## src/rtl/mem_access_unit.sv

```systemverilog
// Load/store unit: one bus access at a time through an IDLE/REQ/DONE handshake.
// Define MEM_TIMEOUT_EN to abort a REQ that waits TIMEOUT_CYCLES cycles for bus_ack.
module mem_access_unit #(
   parameter int TIMEOUT_CYCLES = 16
) (
   input  logic        clk,
   input  logic        rst_n,
   input  logic        mem_read,
   input  logic        mem_write,
   input  logic [5:0]  op,
   input  logic [31:0] addr,
   input  logic [31:0] wdata,
   output logic        stall,
   output logic [31:0] rdata,
   output logic        rdata_valid,
   output logic        mem_err,
   output logic        bus_req,
   output logic        bus_we,
   output logic [31:0] bus_addr,
   output logic [31:0] bus_wdata,
   output logic [3:0]  bus_be,
   input  logic        bus_ack,
   input  logic [31:0] bus_rdata
);

   typedef enum logic [1:0] {IDLE, REQ, DONE} state_t;

   state_t     state, state_nxt;
   logic       is_word_op, legal, start, req_err, timeout;
   logic       load_q, byte_q;
   logic [1:0] lane_q;

   always_comb begin
      is_word_op = (op == 6'd11) || (op == 6'd13) || (op == 6'd14);
      legal      = 1'b0;
      if (mem_read && !mem_write)
         legal = (op == 6'd10) || (op == 6'd11);
      else if (mem_write && !mem_read)
         legal = (op == 6'd12) || (op == 6'd13) || (op == 6'd14);
      // A misaligned word access is rejected before it ever reaches the bus.
      start   = (state == IDLE) && legal && (!is_word_op || addr[1:0] == 2'b00);
      req_err = (state == IDLE) && (mem_read || mem_write) && !start;
   end

`ifdef MEM_TIMEOUT_EN
   localparam int              CNT_W = $clog2(TIMEOUT_CYCLES + 1);
   localparam logic [CNT_W-1:0] LAST = CNT_W'(TIMEOUT_CYCLES - 1);
   logic [CNT_W-1:0] tmo_cnt;

   always_ff @(posedge clk or negedge rst_n) begin
      if (!rst_n)
         tmo_cnt <= '0;
      else if (state == REQ)
         tmo_cnt <= tmo_cnt + 1'b1;
      else
         tmo_cnt <= '0;
   end

   assign timeout = (state == REQ) && (tmo_cnt == LAST) && !bus_ack;
`else
   assign timeout = 1'b0;
`endif

   always_ff @(posedge clk or negedge rst_n) begin
      if (!rst_n)
         state <= IDLE;
      else
         state <= state_nxt;
   end

   // NOTE: every output and next-state value gets a default first so no latch is inferred.
   always_comb begin
      state_nxt = state;
      stall     = 1'b0;
      bus_req   = 1'b0;
      case (state)
         IDLE: begin
            stall = start;
            if (start) state_nxt = REQ;
         end
         REQ: begin
            stall   = 1'b1;
            bus_req = 1'b1;
            if (bus_ack || timeout) state_nxt = DONE;
         end
         DONE:    state_nxt = IDLE;
         default: state_nxt = IDLE;
      endcase
   end

   // NOTE: registered state uses non-blocking assignments so every flop samples pre-edge values.
   always_ff @(posedge clk or negedge rst_n) begin
      if (!rst_n) begin
         bus_we      <= 1'b0;
         bus_addr    <= '0;
         bus_wdata   <= '0;
         bus_be      <= '0;
         rdata       <= '0;
         rdata_valid <= 1'b0;
         mem_err     <= 1'b0;
         load_q      <= 1'b0;
         byte_q      <= 1'b0;
         lane_q      <= '0;
      end else begin
         rdata_valid <= 1'b0;
         mem_err     <= 1'b0;
         if (state == IDLE) begin
            mem_err <= req_err;
            if (start) begin
               bus_addr  <= {addr[31:2], 2'b00};
               bus_we    <= mem_write;
               load_q    <= mem_read;
               byte_q    <= !is_word_op;
               lane_q    <= addr[1:0];
               bus_be    <= is_word_op ? 4'b1111 : (4'b0001 << addr[1:0]);
               bus_wdata <= is_word_op ? wdata : {4{wdata[7:0]}};
            end
         end else if (state == REQ) begin
            if (bus_ack) begin
               rdata_valid <= load_q;
               if (load_q)
                  rdata <= byte_q ? {24'h0, bus_rdata[{lane_q, 3'b000} +: 8]} : bus_rdata;
            end else if (timeout) begin
               mem_err <= 1'b1;
            end
         end
      end
   end

endmodule
```

## config.mk

```make
export PLATFORM = sky130hd
export DESIGN_NAME = mem_access_unit
export DESIGN_NICKNAME = d
export VERILOG_FILES = /design/src/rtl/mem_access_unit.sv
export SDC_FILE = /design/constraint.sdc
export NUM_CORES = 1
export LEC_CHECK = 0
export CORE_ASPECT_RATIO = 0.5
export CORE_MARGIN = 2
export CORE_UTILIZATION = 38
export CTS_CLUSTER_DIAMETER = 120
export CTS_CLUSTER_SIZE = 16
export DETAILED_ROUTE_END_ITERATION = 10
export PLACE_DENSITY = 0.79
export SKIP_LAST_GASP = 1
export SLEW_MARGIN = 40
export SYNTH_ARGS = -nofsm -noshare
export SYNTH_HDL_FRONTEND = slang
export SYNTH_SLANG_ARGS = --single-unit
```

## constraint.sdc

```tcl
create_clock -name clk -period 2.1 [get_ports clk]
set_clock_uncertainty 0.15 [all_clocks]
set_input_delay 0.42 -clock clk [delete_from_list [all_inputs] [get_ports clk]]
set_output_delay 0.42 -clock clk [all_outputs]
set_load 0.05 [all_outputs]
```

==> metrics <==
status finished with violations; critical path cell sequence clkbuf_2 -> or3b_4 -> nor4_4 -> buf_4 -> o21ba_4 -> buf_12; met2 Track Usage GR 37.3%; Clk Latency, worst-skew pair 0.34 ns; Vias/cell 4.84; RSZ-0062 raised after global routing yes; vias 3727; CP required 1.53 ns; max cap viols 0; kind of critical path in2out; first-pass GRT wire length 20200 um; Synth Flop Type dfrtp_1; worst-case clock buffer depth 2; H-tree depth 3; Netlist cell types 34; Filler cells 931; worst setup margin -0.0652 ns; Synth Warn # 0; largest net degree at the start of global routing 63; Achievable Freq 462 MHz; Starting Density 39.2%; final instance area 7620 um^2; worst vdd ir 0.566 mV; worst hold slack 0.260 ns; final hold violations 0; number of global-route vias before repair 3858; mapped cell area 4670 um^2; Final Total Pwr 0.00777 W; max-slew violations 0; Async SR Flop Fraction 100%; Hold Path Class in2reg; fraction of synthesized area in multiplexers 24.3%; met3 usage 3.85%; share of layout cells above drive strength 1 28.4%; grt met1 use 23.0%; ANT cells 0; Area Overhead vs Synth 63.2%; startpoint types input port; GRT Residual Overflow 0; slowest CP cell or3b_4; WP buf/inv 3; GPL Wtd Cong 0.797; critical path depth in cells 6; CTS tree done; crit path max fanout 3; worst-margin pin slew 0.547 ns; ANT nets after route 0; Critical Path AT 1.60 ns; Tcrit/Tclk final 103%; global-route usage over all layers 19.6%; worst rel slew slack 63.7%; Routed wire per std cell 17.8 um; wirelength, routed 13700 um; DIE HEIGHT 82.4 um; Die Wd 161 um; GRT busiest layer met2; Syn Inst Count 372; drt first pass iters 4; drt initial violations 203; Reg clk slew, reported paths 0.07 ns; post-detail-place hpwl 9590 um; WHS Path Cells 2; register area share after synthesis 57.4%; DRC viols 0; Leak 4.02 nW; port buffer count 209; Final nets 707; Tmin final 2.17 ns; XOR/XNOR Fraction of Synth Area 0.188%; CP Capture Type primary output; Worst R2R Path Depth 7; Post-Synth Simple-Gate Area 7.02%; CTS Buf Count 9; failing checks negative setup slack; adder-cell area share of the yosys netlist 0%; max incr delay on CP 0.42 ns; Site Rows 28; Final Util 63.9%; Syn Area/Cell 12.5 um^2; main combinational cell family by area after synthesis multiplexers; CTS root buf clkbuf_16; initial antenna violation count 0; Total Die Area 13200 um^2; Final TNS setup -0.0652 ns; cell area power density 1020 nW/um^2; area of the core 11900 um^2; Num Clock Sinks 107; Post-synth EDFFs 0; dpl cell area 6980 um^2; io pins 212; Synth Area in Compound Gates 7.51%; Top delay family on crit path simple AND/OR/NAND/NOR gates; endpoints failing setup 1; Yosys reg bits 107
repair_timing:
item | in CTS | in global routing
setup endpoints to repair | 75 | 118
hold buffers | 1 | 0
buffers inserted | 3 | 3
gates resized for setup | 36 | 75
pin swaps | 6 | 9
cloned | 0 | 5
hold endpoints to repair | 30 | 0
where the power goes:
part	internal [W]	total (W)	switching, W
sequential	0.00248	0.00272	0.000239
clock	0.00104	0.00178	0.000746
combinational	0.00121	0.00327	0.00206
total	0.00473	0.00777	0.00304
layout make-up:
cell class / instances / area [um^2] / share of cell area, %
Tap cell: 165 / 206 / 2.71
Clock buffer: 10 / 229 / 3.01
Timing Repair Buffer: 239 / 2460 / 32.3
Inverter: 8 / 30.0 / 0.394
Sequential cell: 107 / 2680 / 35.2
Multi-Input combinational cell: 235 / 1930 / 25.4
Clock inverter: 6 / 80.1 / 1.05
path summary, 6_finish.rpt:
check / start / end / slack, ns
min: mem_read / load_q / 0.26
min reg2reg: rdata[9] / rdata[9] / 0.33
max in group asynchronous: rst_n / rdata[29] / 0.68
min in group asynchronous: rst_n / bus_wdata[27] / 0.44
max: op[5] / stall / -0.07
max reg2reg: state[1] / bus_wdata[26] / 0.09
per-stage QoR:
stage / instances / setup slack (ns)
global placement: 743 / -0.546
detailed placement: 743 / -0.568
CTS: 763 / -0.108
floorplan: 373 / -0.186
global route: 770 / -0.128
finish: 770 / -0.0652
synthesized netlist by cell type, drive strengths merged, types with 2 or more instances:
master	count	area share (%)
nor2b	2	0.27
nor3b	2	0.32
inv	7	0.56
nor2	4	0.32
clkbuf	11	0.88
o21ai	33	3.5
nand2	56	4.5
a21oi	6	0.64
mux2i	11	2.4
a211oi	2	0.59
mux2	91	22
and3	5	0.67
a221o	5	1.1
dfrtp	107	57
buf	12	2.0
o22ai	2	0.27
o21ba	2	0.43
a22oi	2	0.32
worst register-to-register path, stage by stage (launching register included):
cell and delay [ns]:
dfrtp_1 0.40, nor2_2 0.15, o21ai_2 0.11, nor4_4 0.13
buf_4 0.16, buf_4 0.21, clkbuf_16 0.24, mux2_2 0.35
flip-flops by register name, indices dropped and copies added (netlist names):
signal / count
bus_wdata: 32
rdata: 32
bus_addr: 30
byte_q: 1
rdata_valid: 1
mem_err: 1
bus_be: 4
state: 2
lane_q: 2
load_q: 1
bus_we: 1
per-layer routing:
metal,routed length (um),vias to the layer above
li1,-,1748
met3,590,20
met1,5630,1851
met4,250,0
met5,0,-
met2,7200,108
placed cells by master (no fill, tap or decap), types with 3 or more instances in the layout:
cell type / n
buf_6: 3
clkbuf_2: 3
mux2_4: 8
inv_1: 7
clkbuf_16: 12
buf_4: 52
mux2_2: 62
clkdlybuf4s50_1: 108
o21ai_0: 31
nand2_1: 55
dlymetal6s2s_1: 51
mux2i_1: 11
clkinv_2: 4
a221o_1: 5
and3_1: 5
buf_12: 5
a21oi_1: 4
mux2_1: 21
dfrtp_1: 107
dlygate4sd2_1: 7
cells by family (layout without fill, tap and decap cells):
group / after synthesis / after routing
AOI/OAI and AO/OA: 56 / 56
xor gates and xnor gates: 1 / 1
buffers and inverters: 31 / 263
DFF: 107 / 107
muxes: 102 / 102
other: 1 / 2
and+or+nand+nor: 74 / 74
Note: power is estimated with default switching activity, not from simulation.
